**config.mk**
```make
export PLATFORM = sky130hd
export DESIGN_NAME = pixel_stream_out
export DESIGN_NICKNAME = d
export VERILOG_FILES = /design/src/rtl/image_proc_pkg.sv /design/src/rtl/pix_sync_fifo.sv /design/src/rtl/pixel_stream_out.sv
export SDC_FILE = /design/constraint.sdc
export NUM_CORES = 1
export LEC_CHECK = 0
export ABC_CLOCK_PERIOD_IN_PS = 6300
export CORE_MARGIN = 3
export CORE_UTILIZATION = 50
export CTS_CLUSTER_SIZE = 28
export DETAILED_ROUTE_END_ITERATION = 6
export PLACE_DENSITY_LB_ADDON = 0.05
export RECOVER_POWER = 25
export SKIP_CTS_REPAIR_TIMING = 1
export SLEW_MARGIN = 25
export SYNTH_ARGS = -nofsm -noshare
export SYNTH_HDL_FRONTEND = slang
export SYNTH_SLANG_ARGS = --single-unit
```
**constraint.sdc**
```tcl
create_clock -name clk_i -period 6.3 [get_ports clk_i]
set_input_delay 1.26 -clock clk_i [delete_from_list [all_inputs] [get_ports clk_i]]
set_output_delay 1.26 -clock clk_i [all_outputs]
set_load 0.005 [all_outputs]
```
**src/rtl/image_proc_pkg.sv**
```systemverilog
// Shared constants and types for the image processing output path.
// Output geometry defaults follow from a valid-only convolution of a
// RESOLUTION x FRAME_LINES image with a KERNEL_W x KERNEL_W kernel.
package image_proc_pkg;

  localparam int DEF_DATA_W     = 8;
  localparam int RESOLUTION     = 640;
  localparam int FRAME_LINES    = 480;
  localparam int KERNEL_W       = 3;
  localparam int DEF_OUT_WIDTH  = RESOLUTION - KERNEL_W + 1;
  localparam int DEF_OUT_HEIGHT = FRAME_LINES - KERNEL_W + 1;
  localparam int DEF_FIFO_DEPTH = 16;
  localparam int DEF_AF_LEVEL   = 12;

  typedef logic [DEF_DATA_W-1:0] pixel_t;

endpackage

```
**src/rtl/pix_sync_fifo.sv**
```systemverilog
// Show-ahead synchronous FIFO: the head entry is always visible on rdata_o,
// and a read simply advances past it. Write and read requests are qualified
// internally so the pointers stay consistent even if a caller over-asks.
module pix_sync_fifo
  import image_proc_pkg::*;
#(
  parameter int  DATA_W = DEF_DATA_W,
  parameter int  DEPTH  = DEF_FIFO_DEPTH,
  localparam int PTR_W  = $clog2(DEPTH),
  localparam int LVL_W  = PTR_W + 1
) (
  input  logic              clk_i,
  input  logic              srst_i,
  input  logic              wr_i,
  input  logic [DATA_W-1:0] wdata_i,
  input  logic              rd_i,
  output logic [DATA_W-1:0] rdata_o,
  output logic [LVL_W-1:0]  level_o,
  output logic              full_o,
  output logic              empty_o
);

  logic [DATA_W-1:0] mem_q [DEPTH];
  logic [PTR_W-1:0]  wrPtr_q, wrPtr_d;
  logic [PTR_W-1:0]  rdPtr_q, rdPtr_d;
  logic [LVL_W-1:0]  level_q, level_d;
  logic              wrEn;
  logic              rdEn;

  assign full_o  = (level_q == LVL_W'(DEPTH));
  assign empty_o = (level_q == '0);
  assign rdEn    = rd_i && !empty_o;
  assign wrEn    = wr_i && (!full_o || rdEn);
  assign rdata_o = mem_q[rdPtr_q];
  assign level_o = level_q;

  // Next pointers and fill level; pointers wrap naturally at DEPTH.
  always_comb begin
    wrPtr_d = wrPtr_q;
    rdPtr_d = rdPtr_q;
    level_d = level_q;
    if (wrEn) wrPtr_d = wrPtr_q + 1'b1;
    if (rdEn) rdPtr_d = rdPtr_q + 1'b1;
    case ({wrEn, rdEn})
      2'b10:   level_d = level_q + 1'b1;
      2'b01:   level_d = level_q - 1'b1;
      default: level_d = level_q;
    endcase
  end

  // Pointer and level registers; reset empties the FIFO by clearing them.
  always_ff @(posedge clk_i) begin
    if (srst_i) begin
      wrPtr_q <= '0;
      rdPtr_q <= '0;
      level_q <= '0;
    end else begin
      wrPtr_q <= wrPtr_d;
      rdPtr_q <= rdPtr_d;
      level_q <= level_d;
    end
  end

  // Storage array; contents need no reset because the pointers define validity.
  always_ff @(posedge clk_i) begin
    if (wrEn) mem_q[wrPtr_q] <= wdata_i;
  end

endmodule

```
**src/rtl/pixel_stream_out.sv**
```systemverilog
// Output stage of the image path: buffers the non-backpressured filtered
// pixel feed and re-emits it as a valid/ready stream with line and frame
// markers derived from output-side column/row counters. Pixels arriving at
// a full FIFO with no read are dropped and latch a sticky overflow flag.
module pixel_stream_out
  import image_proc_pkg::*;
#(
  parameter int  DATA_W     = DEF_DATA_W,
  parameter int  OUT_WIDTH  = DEF_OUT_WIDTH,
  parameter int  OUT_HEIGHT = DEF_OUT_HEIGHT,
  parameter int  FIFO_DEPTH = DEF_FIFO_DEPTH,
  parameter int  AF_LEVEL   = DEF_AF_LEVEL,
  localparam int LVL_W      = $clog2(FIFO_DEPTH) + 1
) (
  input  logic              clk_i,
  input  logic              srst_i,
  input  logic [DATA_W-1:0] pixel_i,
  input  logic              pixel_valid_i,
  output logic [DATA_W-1:0] data_o,
  output logic              valid_o,
  input  logic              ready_i,
  output logic              sol_o,
  output logic              eol_o,
  output logic              sof_o,
  output logic              eof_o,
  output logic [LVL_W-1:0]  level_o,
  output logic              almost_full_o,
  output logic              overflow_o
);

  localparam int COL_W = $clog2(OUT_WIDTH + 1);
  localparam int ROW_W = $clog2(OUT_HEIGHT + 1);

  logic [DATA_W-1:0] headData;
  logic [LVL_W-1:0]  level;
  logic              fifoFull;
  logic              fifoEmpty;
  logic              wrEn;
  logic              rdEn;
  logic              lastCol;
  logic              lastRow;
  logic [COL_W-1:0]  col_q, col_d;
  logic [ROW_W-1:0]  row_q, row_d;
  logic              overflow_q, overflow_d;

  assign valid_o = !fifoEmpty;
  assign rdEn    = valid_o && ready_i;
  assign wrEn    = pixel_valid_i && (!fifoFull || rdEn);

  pix_sync_fifo #(
    .DATA_W (DATA_W),
    .DEPTH  (FIFO_DEPTH)
  ) u_fifo (
    .clk_i   (clk_i),
    .srst_i  (srst_i),
    .wr_i    (wrEn),
    .wdata_i (pixel_i),
    .rd_i    (rdEn),
    .rdata_o (headData),
    .level_o (level),
    .full_o  (fifoFull),
    .empty_o (fifoEmpty)
  );

  assign lastCol = (col_q == COL_W'(OUT_WIDTH - 1));
  assign lastRow = (row_q == ROW_W'(OUT_HEIGHT - 1));

  // data_o is forced to zero when idle so the stream is quiet out of reset.
  assign data_o        = valid_o ? headData : '0;
  assign sol_o         = valid_o && (col_q == '0);
  assign eol_o         = valid_o && lastCol;
  assign sof_o         = valid_o && (col_q == '0) && (row_q == '0);
  assign eof_o         = valid_o && lastCol && lastRow;
  assign level_o       = level;
  assign almost_full_o = (level >= LVL_W'(AF_LEVEL));
  assign overflow_o    = overflow_q;

  // Counters advance only on accepted beats; overflow latches any dropped pixel.
  always_comb begin
    col_d      = col_q;
    row_d      = row_q;
    overflow_d = overflow_q;
    if (rdEn) begin
      if (lastCol) begin
        col_d = '0;
        row_d = lastRow ? '0 : row_q + 1'b1;
      end else begin
        col_d = col_q + 1'b1;
      end
    end
    if (pixel_valid_i && fifoFull && !rdEn) overflow_d = 1'b1;
  end

  // Counter and overflow registers, restarted by reset.
  always_ff @(posedge clk_i) begin
    if (srst_i) begin
      col_q      <= '0;
      row_q      <= '0;
      overflow_q <= 1'b0;
    end else begin
      col_q      <= col_d;
      row_q      <= row_d;
      overflow_q <= overflow_d;
    end
  end

endmodule

```
==> flow_summary.json, run 1 <==
{
  "status": "complete, no violations",
  "layout.nets": 518,
  "port-buffer-count": 31,
  "via_per_inst": 5.815,
  "first_global_vias": 3938,
  "drt_iter0_drc": 249,
  "worstPathMaxFanout": 11,
  "die-area_um2": 15660,
  "synth_most_common_cell": "edfxtp_1",
  "dr.pass1.iters": 4,
  "drcViolationCount": 0,
  "synth.top_cell.area_share_pct": 54.17,
  "met1_length_um": 5821,
  "worst_clock_skew_ns": 0.005200,
  "max_slew.worst_pin.slew_ns": 0.6477,
  "netlist_instances": 466,
  "peakVddDrop_mv": 0.2356,
  "p_leak_nw": 2.607,
  "cts.path.max_buffers": 2,
  "hold_viol_final": 0,
  "crit_arrival_ns": 2.98,
  "gp_congestion": 0.8630,
  "syn_area_um2": 7096,
  "critical_path_class": "reg -> out",
  "met2_length_um": 6856,
  "ys_dominant_reg_cell": "edfxtp_1",
  "maxCapViolCount": 0,
  "boundaryPins": 32,
  "ant_nets": 0,
  "synth.avg_cell_area_um2": 15.23,
  "row_count": 42,
  "p_per_area_nw_per_um2": 385.7,
  "synth_seq_cells": 165,
  "topRoutingLayerUsed": "met4",
  "ys_async_sr_fraction_pct": 0,
  "antenna_found_initial": 0,
  "slew_headroom_pct": 56.76,
  "clk_pin_slew_worst_paths_ns": 0.06,
  "grt_max_degree": 37,
  "dp_hpwl_um": 8433,
  "vias": 3954,
  "start_util_pct": 52.33,
  "post_drt_wl_per_cell_um": 19.77,
  "synth_cell_types": 56,
  "grt_util_all_layers_pct": 17.84,
  "finalSetupViolCount": 0,
  "crit_path_start_kind": "register",
  "num_antenna_cells": 0,
  "wl_met3_um": 596,
  "slew_violations": 0,
  "synth.largest_area_cell": "edfxtp_1",
  "cp_slowest_cell": "or4_4",
  "hold_class": "reg -> reg",
  "root_buffer": "clkbuf_16",
  "worstPathRequired_ns": 5.04,
  "syn2layout_area_growth_pct": 13.86,
  "finalWirelength_um": 13440,
  "crit_chain": "or4_4 > nor2_1 > inv_1 > nand2b_1 > o22ai_1 > clkdlybuf4s50_1",
  "numCtsBuffers": 17,
  "synth_edf_count": 128,
  "grt_remaining_overflow": 0,
  "tns_ns": 0,
  "yosys_warnings": 0,
  "end_kind": "primary output",
  "synth_nets": 493,
  "cts_max_level": 4,
  "p_total_w": 0.003116,
  "synth_area_leaders": "edfxtp_1 (54%), dfxtp_1 (10%), mux4_2 (10%)",
  "synth_commonest_cells": "edfxtp_1 (128), dfxtp_1 (37), mux4_2 (32)",
  "die_h_um": 125.1,
  "grt_pass1_wl_um": 21410,
  "core_um2": 13560,
  "clkSinkCount": 165,
  "drive_gt1_share_pct": 13.69,
  "rsz0062_at_grt": "false",
  "yosysSeqAreaShare_pct": 64.61,
  "die_w_um": 125.1,
  "fmax_ghz": 0.2358,
  "clock_latency_ns": 0.42,
  "slowest_delay_ns": 0.66,
  "period_share_pct": 67.31,
  "period_minus_slack_ns": 4.240,
  "cts_tree": "yes"
}
[area by class of cell]
type | count | area, um2
fill | 1069 | 5479
sequential | 165 | 4587
multi-input combinational | 263 | 2327
clock buffer | 21 | 440.4
timing repair buffer | 34 | 332.8
tap | 176 | 220.2
clock inverter | 11 | 133.9
inverter | 10 | 37.54
[worst max-delay path: cells and delay by family, from the launching register on]
family          cells  cell delay [ns]
simple gates        3             1.30
compound gates      1             0.21
flops               1             0.39
buf+inv             2             0.66
[registers in the layout, indices dropped and copies added, names as in the netlist, named ones only]
signal          count
u_fifo.level_o      5
u_fifo.wrPtr_q      4
u_fifo.rdPtr_q      4
overflow_o          1
row_q               9
u_fifo.mem_q      128
col_q              10
[logic make-up (layout without fill, tap and decap cells)]
| logic type | count (synthesis) | in the layout | synth area share [%] |
|---|---|---|---|
| AOI/OAI and AO/OA | 63 | 63 | 6.295 |
| buffers and inverters | 38 | 76 | 2.592 |
| xor gates and xnor gates | 14 | 14 | 1.728 |
| adders and majority gates | 15 | 15 | 2.645 |
| DFF | 165 | 165 | 64.61 |
| muxes | 50 | 50 | 12.70 |
| and+or+nand+nor | 121 | 121 | 9.434 |
[layout by cell type, fill, tap and decap left out, drive strengths merged, types with 6 or more instances in the layout]
master and count:
edfxtp 128, dfxtp 37, mux4 32, nor2 28, clkdlybuf4s50 26, clkbuf 21, mux2i 18, nand2 17
ha 15, a21oi 13, nand3 12, xor2 11, o22ai 10, and3 10, and2 9, inv 9
nand2b 8, nor3 8, o211ai 8, or3 6, o21ai 6, clkinv 6
[metal layers]
layer	GRT usage [%]	vias up
met5	0	-
met4	5.548	0
met3	4.350	16
met2	29.39	96
met1	23.69	1967
li1	-	1875
[worst paths after layout]
kind | start | to | slack (ns) | depth (start not counted)
hold / removal | col_q[9]$_SDFFE_PP0N_ | col_q[9]$_SDFFE_PP0N_ | 0.51 | 2
hold reg to reg | col_q[9]$_SDFFE_PP0N_ | col_q[9]$_SDFFE_PP0N_ | 0.51 | 2
setup / recovery | u_fifo.level_o[1]$_SDFFE_PP0P_ | data_o[0] | 2.06 | 6
setup reg to reg | u_fifo.level_o[1]$_SDFFE_PP0P_ | u_fifo.level_o[2]$_SDFFE_PP0P_ | 3.12 | 10
[through the flow]
step | instance area, um2 | hold slack (ns) | cells | utilization [%] | setup WS [ns]
CTS | 8079 | 0.5080 | 680 | 59.59 | 2.070
floorplan | 7096 | 0.4579 | 466 | - | 2.654
detailed placement | 7505 | 0.4974 | 648 | 55.35 | 1.944
finish | 8079 | 0.5051 | 680 | 59.59 | 2.060
global route | 8079 | 0.5373 | 680 | 59.59 | 1.932
global placement | 7503 | 0.4896 | 648 | 55.34 | 2.114
[report_power, final]
group,switching (W),internal (W),total (W)
Sequential,0.0000570,0.00122,0.00128
Combinational,0.000415,0.000415,0.000830
Clock,0.000389,0.000617,0.00101
Power figures use the tool's default switching activity.
==> run 2: changes to the inputs <==
ABC_CLOCK_PERIOD_IN_PS = 3550   (was 6300)
clock period = 3.55 ns   (was 6.3 ns; I/O delays follow)
==> flow_summary.json, run 2 (same netlist as run 1, synthesis figures left out) <==
{
  "hold_class": "reg -> reg",
  "die-area_um2": 15660,
  "clk_pin_slew_worst_paths_ns": 0.06,
  "p_seq_share_pct": 40.8,
  "p_per_area_nw_per_um2": 682.2,
  "grt_pass1_wl_um": 21980,
  "seq_area_um2": 4586,
  "numCtsBuffers": 17,
  "rsz0062_at_grt": "false",
  "internal_power_w": 0.003978,
  "finalSetupViolCount": 0,
  "die_h_um": 125.1,
  "crit_chain": "or4_4 > nor2_4 > inv_1 > nand2b_2 > o22ai_1 > clkdlybuf4s50_1",
  "pwr-share-clk_pct": 30.8,
  "worstPathMaxFanout": 11,
  "cts.path.max_buffers": 2,
  "cts_max_level": 4,
  "crit_arrival_ns": 2.66,
  "grt_remaining_overflow": 0,
  "slowest_delay_ns": 0.66,
  "p_total_w": 0.005545,
  "period_share_pct": 94.93,
  "switching_share_pct": 28.27,
  "dp_hpwl_um": 8710,
  "ant_nets": 0,
  "maxCapViolCount": 0,
  "tns_ns": 0,
  "critPathTopFamily": "simple AND/OR/NAND/NOR gates",
  "drive_gt1_share_pct": 15.29,
  "syn2layout_area_growth_pct": 14.55,
  "drt_iter0_drc": 372,
  "grt_max_degree": 33,
  "gp_congestion": 0.8464,
  "via_per_inst": 5.879,
  "antenna_found_initial": 0,
  "clock_latency_ns": 0.42,
  "hold_viol_final": 0,
  "start_util_pct": 52.33,
  "layout.nets": 525,
  "finalWirelength_um": 13780,
  "max_slew.worst_pin.slew_ns": 0.6115,
  "peakVddDrop_mv": 0.5565,
  "final_common_cell": "edfxtp_1",
  "p_comb_share_pct": 28.3,
  "n_fill_cell": 1058,
  "critical_path_class": "reg -> out",
  "post_drt_wl_per_cell_um": 20.08,
  "cp_num_buf_inv": 2,
  "worst_clock_skew_ns": 0.01135,
  "num_antenna_cells": 0,
  "slew_violations": 0,
  "largest_register_ffs": 128,
  "status": "complete, no violations",
  "grt_util_all_layers_pct": 18.31,
  "p_sw_w": 0.001568,
  "vias": 4033,
  "slew_headroom_pct": 59.11,
  "top_register": "u_fifo.mem_q",
  "cp_slowest_cell": "or4_4",
  "dr.pass1.iters": 5,
  "period_minus_slack_ns": 3.370,
  "die_w_um": 125.1,
  "worstPathRequired_ns": 2.84,
  "port-buffer-count": 31,
  "clkSinkCount": 165,
  "boundaryPins": 32,
  "core_um2": 13560,
  "multi_input_area_um2": 2340,
  "end_kind": "primary output",
  "first_global_vias": 4053,
  "drcViolationCount": 0,
  "row_count": 42,
  "p_leak_nw": 2.641,
  "crit_path_start_kind": "register",
  "cts_tree": "yes",
  "fmax_ghz": 0.2967,
  "reg.largest.list": "u_fifo.mem_q: 128 flops, col_q: 10 flops, row_q: 9 flops",
  "final_cell_mix": "edfxtp_1 (128), dfxtp_1 (36), mux4_2 (32), nor2_1 (27), clkdlybuf4s50_1 (25)",
  "root_buffer": "clkbuf_16"
}
## run 2: layer usage
metal | up-vias | wire length [um] | global-route usage, %
met5 | - | 0 | 0
met1 | 2031 | 5996 | 23.44
li1 | 1893 | - | -
met3 | 20 | 443 | 3.667
met4 | 0 | 256 | 7.270
met2 | 89 | 7082 | 30.91
## run 2: layout make-up
class	count	area share [%]
sequential	165	56.42
tap	176	2.709
clock inverter	12	1.401
clock buffer	19	5.326
timing repair buffer	41	4.895
inverter	10	0.4618
multi-input combinational	263	28.79
## run 2: power by group through the flow
stage | Clock, W | Sequential (W) | Combinational (W)
final | 0.00171 | 0.00226 | 0.00157
after global routing | 0.00183 | 0.00228 | 0.00172
after CTS | 0.00174 | 0.00226 | 0.00158
after detailed placement | 0 | 0.00230 | 0.00157
after global placement | 0 | 0.00230 | 0.00156
after floorplan | 0 | 0.00226 | 0.00103
## run 2: path summary, 6_finish.rpt
| kind | startpoint | end | slack [ns] | depth (start not counted) |
|---|---|---|---|---|
| hold reg to reg | u_fifo.rdPtr_q[1]$_SDFFE_PP0N_ | u_fifo.rdPtr_q[1]$_SDFFE_PP0N_ | 0.50 | 2 |
| setup / recovery | u_fifo.level_o[1]$_SDFFE_PP0P_ | data_o[0] | 0.18 | 6 |
| hold / removal | u_fifo.rdPtr_q[1]$_SDFFE_PP0N_ | u_fifo.rdPtr_q[1]$_SDFFE_PP0N_ | 0.50 | 2 |
| setup reg to reg | u_fifo.level_o[1]$_SDFFE_PP0P_ | u_fifo.level_o[2]$_SDFFE_PP0P_ | 0.49 | 10 |
## run 2: per-stage QoR
| step | hold slack (ns) | instance area (um2) | instances | setup slack, ns | utilization, % |
|---|---|---|---|---|---|
| after floorplan | 0.4579 | 7096 | 466 | 0.4538 | - |
| after global placement | 0.4890 | 7569 | 655 | 0.2615 | 55.82 |
| after detailed placement | 0.4852 | 7569 | 655 | 0.2051 | 55.82 |
| after CTS | 0.4996 | 8115 | 686 | -0.1752 | 59.86 |
| after global routing | 0.5360 | 8128 | 686 | 0.05731 | 59.95 |
| final | 0.5033 | 8128 | 686 | 0.1801 | 59.95 |
## run 2: tightest hold or removal path: stages (launching register included)
cell and delay [ns]:
dfxtp_1 0.33, nand2_1 0.06, a21oi_1 0.07
==> run 3: changes to the inputs <==
CORE_UTILIZATION = 53   (was 50)
==> flow_summary.json, run 3 (same netlist as run 1, synthesis figures left out) <==
{
  "status": "complete, no violations",
  "finalSetupViolCount": 0,
  "multi_input_area_um2": 2335,
  "hold_viol_final": 0,
  "syn2layout_area_growth_pct": 15.32,
  "reg.largest.list": "u_fifo.mem_q: 128 flops, col_q: 10 flops, row_q: 9 flops",
  "period_minus_slack_ns": 3.376,
  "cts.path.max_buffers": 2,
  "cts_max_level": 4,
  "first_global_vias": 3944,
  "layout.nets": 523,
  "die_h_um": 121.7,
  "rsz0062_at_grt": "false",
  "holdPathStages": 2,
  "r2r_end": "u_fifo.level_o[4]$_SDFFE_PP0P_",
  "p_per_area_nw_per_um2": 693.9,
  "hold_start": "u_fifo.rdPtr_q[1]$_SDFFE_PP0N_",
  "gp_congestion": 0.8817,
  "root_buffer": "clkbuf_16",
  "ant_nets": 0,
  "met1_length_um": 5849,
  "largest_register_ffs": 128,
  "die-area_um2": 14810,
  "row_count": 41,
  "worstPathRequired_ns": 2.84,
  "met2_length_um": 7104,
  "worstPathMaxFanout": 11,
  "seq_area_um2": 4586,
  "antenna_found_initial": 0,
  "drt_iter0_drc": 306,
  "die_w_um": 121.7,
  "finalWirelength_um": 13670,
  "max_slew.worst_pin.slew_ns": 0.5918,
  "wl_met3_um": 450,
  "period_share_pct": 95.11,
  "grt_pass1_wl_um": 21330,
  "slew_violations": 0,
  "clock_latency_ns": 0.42,
  "boundaryPins": 32,
  "p_leak_nw": 2.656,
  "drive_gt1_share_pct": 15.72,
  "end_kind": "primary output",
  "grt_util_all_layers_pct": 19.77,
  "peakVddDrop_mv": 0.3355,
  "clkSinkCount": 165,
  "grt_max_degree": 37,
  "placed_area_um2": 7561,
  "p_total_w": 0.005678,
  "post_drt_wl_per_cell_um": 20.08,
  "cts_tree": "yes",
  "r2r_start": "u_fifo.level_o[1]$_SDFFE_PP0P_",
  "fin_ws_ns": 0.1738,
  "slew_headroom_pct": 60.55,
  "numCtsBuffers": 17,
  "r2r_setup_slack_ns": 0.52,
  "postLayoutCellArea_um2": 8183,
  "critical_path_class": "reg -> out",
  "place_ws_ns": 0.1754,
  "topRoutingLayerUsed": "met4",
  "num_antenna_cells": 0,
  "port-buffer-count": 31,
  "maxCapViolCount": 0,
  "crit_arrival_ns": 2.67,
  "fmax_ghz": 0.2962,
  "crit_path_start_kind": "register",
  "start_util_pct": 55.11,
  "rr_worst_depth": 10,
  "clk_pin_slew_worst_paths_ns": 0.06,
  "n_fill_cell": 993,
  "drcViolationCount": 0,
  "via_per_inst": 5.824,
  "dr.pass1.iters": 6,
  "final_common_cell": "edfxtp_1",
  "worst_clock_skew_ns": 0.005432,
  "top_register": "u_fifo.mem_q",
  "grt_remaining_overflow": 0,
  "dp_hpwl_um": 8777,
  "final_cell_mix": "edfxtp_1 (128), dfxtp_1 (36), mux4_2 (32), nor2_1 (27), clkdlybuf4s50_1 (26)",
  "hold_path_end": "u_fifo.rdPtr_q[1]$_SDFFE_PP0N_",
  "vias": 3966,
  "hold_class": "reg -> reg",
  "core_um2": 12880,
  "holdWs_ns": 0.4981
}
run 3: worst max-delay path by stage:
stage,startpoint,to,slack (ns),cells after the start
6_report,u_fifo.level_o[1]$_SDFFE_PP0P_,data_o[6],0.17,6
3_5_place_dp,ready_i,u_fifo.level_o[4]$_SDFFE_PP0P_,0.18,12
4_1_cts,u_fifo.level_o[1]$_SDFFE_PP0P_,data_o[0],-0.07,6
3_3_place_gp,ready_i,u_fifo.level_o[4]$_SDFFE_PP0P_,0.28,12
5_1_grt,u_fifo.level_o[1]$_SDFFE_PP0P_,data_o[6],0.02,6
2_1_floorplan,ready_i,u_fifo.level_o[2]$_SDFFE_PP0P_,0.45,13
run 3: through the flow:
step           setup TNS, ns  std cells  utilization (%)
2_1_floorplan              0        466                -
3_3_place_gp               0        649            58.72
3_5_place_dp               0        649            58.72
4_1_cts              -0.2355        681            63.49
5_1_grt                    0        681            63.55
6_report                   0        681            63.55
run 3: final cells by class:
class	instances	share of cell area, %
Clock buffer	18	5.245
Tap cell	172	2.630
Clock inverter	14	2.263
Multi-Input combinational cell	263	28.53
Inverter	10	0.4587
Timing Repair Buffer	39	4.832
Sequential cell	165	56.04
run 3: power breakdown:
part	switching (W)	internal, W
clock network	0.000706	0.00117
registers	0.000112	0.00217
logic	0.000737	0.000784
total	0.00156	0.00412
run 3: worst max-delay path: stages (launching register included):
cell	delay (ns)
dfxtp_1	0.39
or4_4	0.64
nor2_2	0.20
inv_1	0.17
nand2_2	0.21
o22ai_1	0.16
clkdlybuf4s50_1	0.47
run 3: per-layer routing:
| layer | GRT usage [%] | vias to the layer above |
|---|---|---|
| met5 | 0 | - |
| met4 | 7.913 | 0 |
| met1 | 24.97 | 1983 |
| met3 | 4.782 | 23 |
| met2 | 33.13 | 69 |
| li1 | - | 1891 |
